**config.mk**
```make
export PLATFORM = sky130hd
export DESIGN_NAME = ex_stage
export DESIGN_NICKNAME = d
export VERILOG_FILES = /design/src/rtl/ex_stage_pkg.sv /design/src/rtl/ex_stage_div.sv /design/src/rtl/ex_stage.sv
export SDC_FILE = /design/constraint.sdc
export NUM_CORES = 1
export LEC_CHECK = 0
export CAP_MARGIN = 25
export CORE_MARGIN = 2
export CORE_UTILIZATION = 50
export DETAILED_ROUTE_END_ITERATION = 8
export GPL_TIMING_DRIVEN = 1
export PLACE_DENSITY = 0.82
export RECOVER_POWER = 100
export SYNTH_ARGS = -nofsm -noshare
export SYNTH_HDL_FRONTEND = slang
export SYNTH_SLANG_ARGS = --single-unit
```
**constraint.sdc**
```tcl
create_clock -name vclk -period 8.1
set_clock_uncertainty 0.05 [all_clocks]
set_input_delay 1.62 -clock vclk [all_inputs]
set_output_delay 1.62 -clock vclk [all_outputs]
set_load 0.03 [all_outputs]
```
**src/rtl/ex_stage_pkg.sv**
```systemverilog
// Shared definitions for the MIPS execute stage: one-hot aluop bit indices,
// write-enable constants and the divider FSM state encoding.
package ex_stage_pkg;

    localparam int ALUOP_W = 16;

    localparam int ALU_OR   = 0;
    localparam int ALU_AND  = 1;
    localparam int ALU_XOR  = 2;
    localparam int ALU_NOR  = 3;
    localparam int ALU_ADDU = 4;
    localparam int ALU_SUBU = 5;
    localparam int ALU_SLT  = 6;
    localparam int ALU_SLTU = 7;
    localparam int ALU_SLL  = 8;
    localparam int ALU_SRL  = 9;
    localparam int ALU_SRA  = 10;
    localparam int ALU_LINK = 11;
    localparam int ALU_DIV  = 12;
    localparam int ALU_DIVU = 13;

    localparam logic WRITE_ENABLE  = 1'b1;
    localparam logic WRITE_DISABLE = 1'b0;

    typedef enum logic [1:0] {
        DIV_FREE    = 2'd0,
        DIV_BY_ZERO = 2'd1,
        DIV_ON      = 2'd2,
        DIV_END     = 2'd3
    } div_state_e;

endpackage

```
**src/rtl/ex_stage_div.sv**
```systemverilog
// Iterative restoring divider (one quotient bit per clock) with FREE/BY_ZERO/ON/END
// control FSM; result = {remainder, quotient}, valid while ready is high.
module ex_div
    import ex_stage_pkg::*;
#(
    parameter int DATA_W = 32
) (
    input  logic                  clk,
    input  logic                  rst,
    input  logic                  start,
    input  logic                  signed_div,
    input  logic [DATA_W-1:0]     opdata1,
    input  logic [DATA_W-1:0]     opdata2,
    input  logic                  annul,
    output logic [2*DATA_W-1:0]   result,
    output logic                  ready,
    output div_state_e            state_o
);

    localparam int CNT_W = $clog2(DATA_W);
    localparam logic [CNT_W-1:0] LAST_STEP = CNT_W'(DATA_W - 1);

    div_state_e          r_state;
    logic [CNT_W-1:0]    r_cnt;
    logic [DATA_W-1:0]   r_rem;
    logic [DATA_W-1:0]   r_quo;
    logic [DATA_W-1:0]   r_divisor;
    logic                r_neg_q;
    logic                r_neg_r;
    logic [2*DATA_W-1:0] r_result;
    logic                r_ready;

    logic [DATA_W-1:0]   w_abs1;
    logic [DATA_W-1:0]   w_abs2;
    logic [DATA_W:0]     w_shift;
    logic [DATA_W:0]     w_trial;
    logic [DATA_W-1:0]   w_rem_next;
    logic [DATA_W-1:0]   w_quo_next;
    logic [DATA_W-1:0]   w_lo_fix;
    logic [DATA_W-1:0]   w_hi_fix;

    assign w_abs1 = (signed_div && opdata1[DATA_W-1]) ? -opdata1 : opdata1;
    assign w_abs2 = (signed_div && opdata2[DATA_W-1]) ? -opdata2 : opdata2;

    // r_quo starts as the dividend and shifts quotient bits in from the right.
    assign w_shift    = {r_rem, r_quo[DATA_W-1]};
    assign w_trial    = w_shift - {1'b0, r_divisor};
    assign w_rem_next = w_trial[DATA_W] ? w_shift[DATA_W-1:0] : w_trial[DATA_W-1:0];
    assign w_quo_next = {r_quo[DATA_W-2:0], ~w_trial[DATA_W]};
    assign w_lo_fix   = r_neg_q ? -w_quo_next : w_quo_next;
    assign w_hi_fix   = r_neg_r ? -w_rem_next : w_rem_next;

    always_ff @(posedge clk or negedge rst) begin
        if (!rst) begin
            r_state   <= DIV_FREE;
            r_cnt     <= '0;
            r_rem     <= '0;
            r_quo     <= '0;
            r_divisor <= '0;
            r_neg_q   <= 1'b0;
            r_neg_r   <= 1'b0;
            r_result  <= '0;
            r_ready   <= 1'b0;
        end else if (annul) begin
            r_state <= DIV_FREE;
            r_cnt   <= '0;
            r_ready <= 1'b0;
        end else begin
            case (r_state)
                DIV_FREE: begin
                    r_ready <= 1'b0;
                    if (start) begin
                        if (opdata2 == '0) begin
                            // Raw dividend is parked in r_rem; it becomes the remainder.
                            r_state <= DIV_BY_ZERO;
                            r_rem   <= opdata1;
                        end else begin
                            r_state   <= DIV_ON;
                            r_cnt     <= '0;
                            r_rem     <= '0;
                            r_quo     <= w_abs1;
                            r_divisor <= w_abs2;
                            r_neg_q   <= signed_div & (opdata1[DATA_W-1] ^ opdata2[DATA_W-1]);
                            r_neg_r   <= signed_div & opdata1[DATA_W-1];
                        end
                    end
                end
                DIV_BY_ZERO: begin
                    if (!start) begin
                        r_state <= DIV_FREE;
                    end else begin
                        r_result <= {r_rem, {DATA_W{1'b1}}};
                        r_ready  <= 1'b1;
                        r_state  <= DIV_END;
                    end
                end
                DIV_ON: begin
                    if (!start) begin
                        r_state <= DIV_FREE;
                    end else begin
                        r_rem <= w_rem_next;
                        r_quo <= w_quo_next;
                        r_cnt <= r_cnt + CNT_W'(1);
                        if (r_cnt == LAST_STEP) begin
                            r_result <= {w_hi_fix, w_lo_fix};
                            r_ready  <= 1'b1;
                            r_state  <= DIV_END;
                        end
                    end
                end
                DIV_END: begin
                    r_ready <= 1'b0;
                    r_state <= DIV_FREE;
                end
                default: begin
                    r_ready <= 1'b0;
                    r_state <= DIV_FREE;
                end
            endcase
        end
    end

    assign result  = r_result;
    assign ready   = r_ready;
    assign state_o = r_state;

endmodule

```
**src/rtl/ex_stage.sv**
```systemverilog
// MIPS execute stage: single-cycle ALU mux, write-back pass-through and stall request.
// Define EX_DIV_EN to instantiate the iterative DIV/DIVU divider; otherwise DIV/DIVU are NOPs.
module ex_stage
    import ex_stage_pkg::*;
#(
    parameter int DATA_W  = 32,
    parameter int ALUOP_W = ex_stage_pkg::ALUOP_W
) (
    input  logic               clk,
    input  logic               rst,
    input  logic               flush,
    input  logic [ALUOP_W-1:0] ex_aluop,
    input  logic [DATA_W-1:0]  ex_reg1,
    input  logic [DATA_W-1:0]  ex_reg2,
    input  logic [4:0]         ex_wd,
    input  logic               ex_wreg,
    input  logic [DATA_W-1:0]  ex_link_address,
    input  logic               ex_is_in_delayslot,
    input  logic [DATA_W-1:0]  ex_inst,
    output logic [4:0]         wd_o,
    output logic               wreg_o,
    output logic [DATA_W-1:0]  wdata_o,
    output logic               hilo_we_o,
    output logic [DATA_W-1:0]  hi_o,
    output logic [DATA_W-1:0]  lo_o,
    output logic               is_in_delayslot_o,
    output logic [DATA_W-1:0]  inst_o,
    output logic               stallreq_o
);

    localparam int SA_W = $clog2(DATA_W);

    logic [SA_W-1:0]   w_sa;
    logic [DATA_W-1:0] w_alu_res;
    logic              w_div_op;
    logic              w_unused;

    assign w_sa     = ex_reg1[SA_W-1:0];
    assign w_div_op = ex_aluop[ALU_DIV] | ex_aluop[ALU_DIVU];
    assign w_unused = &{1'b0, clk, flush, ex_aluop[ALUOP_W-1:ALU_DIVU+1]};

    always_comb begin
        w_alu_res = '0;
        if (ex_aluop[ALU_OR])        w_alu_res = ex_reg1 | ex_reg2;
        else if (ex_aluop[ALU_AND])  w_alu_res = ex_reg1 & ex_reg2;
        else if (ex_aluop[ALU_XOR])  w_alu_res = ex_reg1 ^ ex_reg2;
        else if (ex_aluop[ALU_NOR])  w_alu_res = ~(ex_reg1 | ex_reg2);
        else if (ex_aluop[ALU_ADDU]) w_alu_res = ex_reg1 + ex_reg2;
        else if (ex_aluop[ALU_SUBU]) w_alu_res = ex_reg1 - ex_reg2;
        else if (ex_aluop[ALU_SLT])
            w_alu_res = {{(DATA_W-1){1'b0}}, ($signed(ex_reg1) < $signed(ex_reg2))};
        else if (ex_aluop[ALU_SLTU])
            w_alu_res = {{(DATA_W-1){1'b0}}, (ex_reg1 < ex_reg2)};
        else if (ex_aluop[ALU_SLL])  w_alu_res = ex_reg2 << w_sa;
        else if (ex_aluop[ALU_SRL])  w_alu_res = ex_reg2 >> w_sa;
        else if (ex_aluop[ALU_SRA])  w_alu_res = DATA_W'($signed(ex_reg2) >>> w_sa);
        else if (ex_aluop[ALU_LINK]) w_alu_res = ex_link_address;
    end

    // Every output is forced low while reset is held, including the pass-throughs.
    assign wd_o              = rst ? ex_wd : 5'd0;
    assign wreg_o            = rst & (w_div_op ? WRITE_DISABLE : ex_wreg);
    assign wdata_o           = rst ? w_alu_res : '0;
    assign is_in_delayslot_o = rst & ex_is_in_delayslot;
    assign inst_o            = rst ? ex_inst : '0;

`ifdef EX_DIV_EN
    logic [2*DATA_W-1:0] w_div_result;
    logic                w_div_ready;
    div_state_e          w_div_state;

    ex_div #(.DATA_W(DATA_W)) u_div (
        .clk        (clk),
        .rst        (rst),
        .start      (w_div_op),
        .signed_div (ex_aluop[ALU_DIV]),
        .opdata1    (ex_reg1),
        .opdata2    (ex_reg2),
        .annul      (flush),
        .result     (w_div_result),
        .ready      (w_div_ready),
        .state_o    (w_div_state)
    );

    // A flush landing on the END cycle suppresses the HI/LO write.
    assign hilo_we_o  = rst & w_div_ready & ~flush;
    assign hi_o       = hilo_we_o ? w_div_result[2*DATA_W-1:DATA_W] : '0;
    assign lo_o       = hilo_we_o ? w_div_result[DATA_W-1:0] : '0;
    assign stallreq_o = rst & w_div_op & (w_div_state != DIV_END);
`else
    assign hilo_we_o  = 1'b0;
    assign hi_o       = '0;
    assign lo_o       = '0;
    assign stallreq_o = 1'b0;
`endif

endmodule

```
==> reports/summary.txt, run 1 <==
===============================================================================
Vias after detailed routing                                               14400
Violation count after the first detailed-route iteration                   2020
Width of the chip                                                        154 um
Maximum net fanout on the critical path                                       6
Final worst path period share                                             96.2%
Post-route antenna net violation count                                        0
Post-detailed-route DRC marker count                                          0
Most frequent cell after synthesis                                      nand2_1
Antenna Diode Count                                                           0
Area fraction of the dominant cell type after synthesis                   12.2%
Library cells used by synthesis                                              86
Unrepaired setup endpoints after global routing                              no
Final Max Tran Viols                                                         46
Buffers on Ports                                                            221
Clock buffer count in the final layout                                        0
Smallest hold slack                                                     4.08 ns
Yosys warning total                                                           0
Worst-Margin Slew                                                       1.74 ns
Total GRT Usage                                                           43.2%
Areal power density over the cells                                 75.9 nW/um^2
Seq cells                                                                     0
Sequential cell fraction of total power                                      0%
Cells after synthesis                                                      1661
Via count of the first global-routing pass                                13400
Relative area change from synthesis to final layout                       19.2%
Worst Slack Setup Final                                                0.310 ns
First-pass GRT wire length                                             80200 um
Crit path capture type                                             primary output
Die extent in y                                                          154 um
Switching share of total power                                            62.7%
Run status                                                         finished with violations
Arr. time, crit path                                                    6.12 ns
Part of the total power dissipated in the clock network                      0%
Leading post-synthesis cells by cell area                          mux4_2 12%, ha_1 11%, a21oi_1 6.4%
Most common library cells after synthesis                          189 x nand2_1, 145 x a21oi_1, 139 x nor2_1, 103 x clkbuf_1, 103 x ha_1
Post-place setup slack                                                 0.696 ns
Worst slew margin relative to its limit                                  -16.2%
Average wire per standard cell                                          25.8 um
Count of max-cap constraint violations                                        1
Post-cts gate resize count                                                    0
Internal power consumption                                               381 uW
Largest net degree at the start of global routing                            74
Required time worst endpoint                                            6.43 ns
Number of vias per cell                                                    6.90
Period minus WS final                                                   7.79 ns
Total net switching power                                                640 uW
Global route overflow                                                         0
Final Hold Viols                                                              0
Final total negative setup slack                                           0 ns
Violations in the final reports                                    max-capacitance violations, max-slew violations
Hold buffer count at CTS                                                      0
Logic gate share of total power                                          100.0%
Crit path kind                                                        in -> out
Classification of the worst-slack hold path                           in -> out
Static Leakage                                                       0.00560 uW
Final count of negative-setup-slack endpoints                                 0
Combined flip-flop and latch cell area                                  0 sq um
Largest voltage drop on the vdd net                                 0.0000709 V
Total die area                                                      23800 sq um
Number of nets at the end of the flow                                      2065
Yosys top cell by area                                                   mux4_2
DR pass1 iterations                                                           8
Synthesized area per cell                                            6.79 sq um
Initial standard-cell utilization of the core                             51.4%
Sequential cell area fraction in the yosys report                            0%
Critical path startpoint category                                     input pin
Initial antenna violation count                                               1
I/O pin count                                                               291
Floorplan row count                                                          54
Fraction of layout instances using a drive strength above 1               10.3%
Number of setup buffers added after CTS                                       0
Core Footprint                                                      22000 sq um
Routed Wire Length                                                     53800 um
Final weighted congestion of routability-driven global placement           1.11
HPWL after detailed placement                                          42000 um
Maximum clock frequency                                                 128 MHz
Cell Area, Synth                                                    11300 sq um
===============================================================================
[final cells by class]
cell class	count	area, sq um
Fill cell	2161	8510
Inverter	104	390
Multi-Input combinational cell	1408	10000
Tap cell	280	350
Timing Repair Buffer	292	2690
[cells in the final DEF (no fill, tap or decap), types with 7 or more instances in the layout]
cell type and count:
a22oi_1 9, dlygate4sd3_1 50, conb_1 66, buf_4 68
mux2i_1 48, buf_12 7, and2_1 45, nand2_1 189
mux2_2 20, inv_1 98, a31oi_1 30, and3_1 9
o2111ai_1 7, nand2b_1 16, a21boi_0 10, a221oi_1 19
a21o_1 9, nor2b_1 10, o22ai_1 21, o21bai_1 12
o221ai_1 17, a211o_1 7, o21a_1 7, nor4_1 10
nor2_1 139, o211ai_1 21, a21oi_1 145, clkbuf_1 16
a211oi_1 29, a311oi_1 7, nand4_1 9, mux4_2 61
xnor2_1 25, clkdlybuf4s50_1 143, o31ai_1 17, nand3_1 41
o21ai_0 100, nor3_1 39, ha_1 103, o311ai_0 9
[per-stage QoR]
| stage | instances | power [uW] | util, % | area (sq um) |
|---|---|---|---|---|
| final | 2084 | 1020 | 61.3 | 13500 |
| after global routing | 2084 | 1070 | 61.3 | 13500 |
| after CTS | 2083 | 1000 | 61.7 | 13500 |
| after detailed placement | 2083 | 995 | 61.7 | 13500 |
| after global placement | 2083 | 987 | 61.7 | 13500 |
| after floorplan | 1726 | 662 | - | 11500 |
[layer usage]
metal  part of all wire, %  global-route usage (%)  up-vias
li1                      -                       -     6290
met1                    37                    55.7     6625
met2                    41                    64.0     1219
met3                    14                    12.0      248
met4                   8.0                    26.3        2
met5                 0.015                       0        -
[cell families (layout without fill, tap and decap cells)]
| kind of cell | Yosys count | count (layout) | synth area share, % |
|---|---|---|---|
| other cells | 1 | 66 | 0.0332 |
| xor+xnor | 29 | 29 | 2.25 |
| simple gates | 529 | 529 | 21.4 |
| buf+inv | 318 | 396 | 13.3 |
| mux | 129 | 129 | 18.4 |
| fa+ha+maj | 105 | 105 | 11.8 |
| compound gates | 550 | 550 | 32.7 |
[worst paths after layout]
check	to	cells after the start	slack (ns)	startpoint
worst max-delay path	wdata_o[30]	13	0.31	ex_reg2[0]
worst min-delay path	wdata_o[29]	5	4.08	ex_aluop[0]
[power groups by stage]
| stage | registers (uW) | clock network [uW] | logic (uW) |
|---|---|---|---|
| finish | 0 | 0 | 1020 |
| global route | 0 | 0 | 1070 |
| CTS | 0 | 0 | 1000 |
| detailed placement | 0 | 0 | 995 |
| global placement | 0 | 0 | 987 |
| floorplan | 0 | 0 | 662 |
[critical path: stages]
cell           delay, ns
dlygate4sd3_1       0.64
ha_1                0.36
inv_1               0.14
fa_1                0.22
nor2b_1             0.20
o211ai_1            0.19
a2111oi_2           0.52
o2111ai_1           0.40
a311oi_1            0.67
a21oi_2             0.17
o41a_2              0.49
a32oi_1             0.17
clkbuf_1            0.33
(Power assumes the default switching activity.)
==> run 2, diff against run 1 <==
Settings changed: CORE_UTILIZATION 50 to 47, PLACE_DENSITY 0.82 to 0.77.
==> run 2 against run 1 <==
The flow still finishes with violations (max-capacitance violations, max-slew violations). Hold slack worse by 0.0047 ns. Die area rose by 6.2%. Count of clock-buffer cells in the layout did not move. Combinational power is essentially flat. Critical endpoint is now wdata_o[24]. Sequential share of layout area unchanged. Non-clock buffer count increased by 1. Core utilization shrank 4.0 points. Critical path depth down 1. Setup slack worse by 0.014 ns. Global-route usage decreased by 1.3 points. Wire length increased by 4.0%. Maximum frequency decreased by 0.18%.
==> reports/summary.txt, run 2 (same netlist as run 1, synthesis figures left out) <==
================================================================================
Run status                                                          finished with violations
Violations in the final reports                                     max-capacitance violations, max-slew violations
Routed length on met1                                                   21800 um   +9.8%
Classification of the worst-slack hold path                            in -> out
Initial antenna violation count                                                1   unchanged
Metal3 WL                                                                7630 um   about the same
Final Hold Viols                                                               0   unchanged
DR pass1 iterations                                                            6   -2
Buffers on Ports                                                             221   unchanged
Floorplan row count                                                           56   +3.7%
Areal power density over the cells                                  76.7 nW/um^2   +1.0%
Placed Instance Area                                                 13600 sq um   +0.66%
Final weighted congestion of routability-driven global placement            1.06   -4.2%
Post-detailed-route DRC marker count                                           0   unchanged
Clock buffer count in the final layout                                         0   unchanged
Slowest stage cell, crit path                                       dlygate4sd3_1
Post-route antenna net violation count                                         0   unchanged
Met2 wire length                                                        23500 um   +7.2%
Seq cells                                                                      0   unchanged
Average wire per standard cell                                           26.3 um   +2.1%
Die extent in y                                                           159 um   +3.1%
Relative area change from synthesis to final layout                        19.5%
Arr. time, crit path                                                     6.13 ns   about the same
Crit path kind                                                         in -> out
Worst-Margin Slew                                                        1.76 ns   +0.0172 ns
Biggest cell delay along the critical path                               0.78 ns   +0.11 ns
Hold buffer count at CTS                                                       0   unchanged
Period minus WS final                                                    7.80 ns   +0.0141 ns
Crit path capture type                                              primary output
Width of the chip                                                         159 um   +3.1%
Maximum clock frequency                                                  128 MHz   -0.18%
Final total negative setup slack                                            0 ns   unchanged
Violation count after the first detailed-route iteration                    2525   +25%
Antenna Diode Count                                                            0   unchanged
I/O pin count                                                                291   unchanged
Initial standard-cell utilization of the core                              47.9%   -3.5 points
Leading cell type in the layout, fill and taps excluded                  nand2_1
Top routing layer in use                                                    met4
Kind of cell with the highest combined delay on the critical path   compound AO/OA/AOI/OAI gates
Required time worst endpoint                                             6.43 ns   about the same
Final worst path period share                                              96.4%   +0.17 points
Core Footprint                                                       23500 sq um   +7.2%
Unrepaired setup endpoints after global routing                               no
Most frequent cells in the layout                                   189 x nand2_1, 146 x a21oi_1, 145 x clkdlybuf4s50_1, 139 x nor2_1, 103 x ha_1
Fraction of layout instances using a drive strength above 1                10.2%   about the same
Final Max Tran Viols                                                          91   +98%
Largest net degree at the start of global routing                             65   -12%
Global route overflow                                                          0   unchanged
Worst slew margin relative to its limit                                   -17.4%   -1.1 points
Ordered list of cells on the worst path                             dlygate4sd3_1 -> inv_1 -> ha_1 -> inv_1 -> nor4_1 -> nand3_1 -> a21oi_1 -> a311o_1 -> a41o_1 -> o221ai_1 -> a211oi_1 -> clkbuf_1
Total die area                                                       25300 sq um   +6.2%
CP dominant cell by count                                                  inv_1
Post-cts gate resize count                                                     0   unchanged
Via count of the first global-routing pass                                 12900   -3.5%
Count of max-cap constraint violations                                         2   +1
Smallest hold slack                                                      4.07 ns   -0.00469 ns
Buf+Inv Stages, Crit Path                                                      4   +1
Final count of negative-setup-slack endpoints                                  0   unchanged
Largest voltage drop on the vdd net                                  0.0000662 V   -6.6%
HPWL after detailed placement                                           43700 um   +4.0%
Total GRT Usage                                                            41.9%   -1.3 points
Routed Wire Length                                                      56000 um   +4.0%
Vias after detailed routing                                                14500   +0.67%
Number of vias per cell                                                     6.82   -1.2%
Final design instance area without fill                              13500 sq um   +0.22%
Maximum net fanout on the critical path                                        9   +3
First-pass GRT wire length                                              83000 um   +3.4%
Number of setup buffers added after CTS                                        0   unchanged
Combined flip-flop and latch cell area                                   0 sq um   unchanged
Critical path startpoint category                                      input pin
Static Leakage                                                        0.00559 uW   about the same
Number of nets at the end of the flow                                       2066   +0.048%
================================================================================
## run 2: cell count changes in the layout (fill, tap and decap cells not counted)
cell,change
buf_4,+4
clkbuf_2,-1
a21oi_2,-1
clkdlybuf4s50_1,+2
buf_12,-2
a21oi_1,+1
dlygate4sd3_1,-2
## run 2: through the flow
stage	setup WS, ns	utilization [%]	cells	total power [uW]
after global routing	0.168	57.3	2124	1080
after detailed placement	0.554	57.9	2124	1010
after CTS	0.541	57.9	2124	1020
after floorplan	0.831	-	1726	662
after global placement	0.561	57.9	2124	1010
final	0.296	57.3	2124	1030
## run 2: routing by layer
metal / track usage, % / vias up
li1: - / 6288
met1: 58.4 / 6786
met2: 62.4 / 1219
met3: 9.59 / 187
met4: 17.0 / 0
met5: 0 / -
## run 2: cell type report
type | count | area, sq um
fillers | 2325 | 10100
inverters | 104 | 390
multi-input cells | 1408 | 10000
well taps | 319 | 399
repair buffers | 293 | 2680
## run 2: worst paths after layout
path                    start  cells past startpoint  slack (ns)           to
setup / recovery   ex_reg2[8]                     12        0.30  wdata_o[24]
hold / removal    ex_aluop[0]                      5        4.07  wdata_o[29]
## run 2: where the power goes
group          internal [uW]  switching, uW
Sequential                 0              0
Combinational            382            652
Clock                      0              0
Total                    382            652
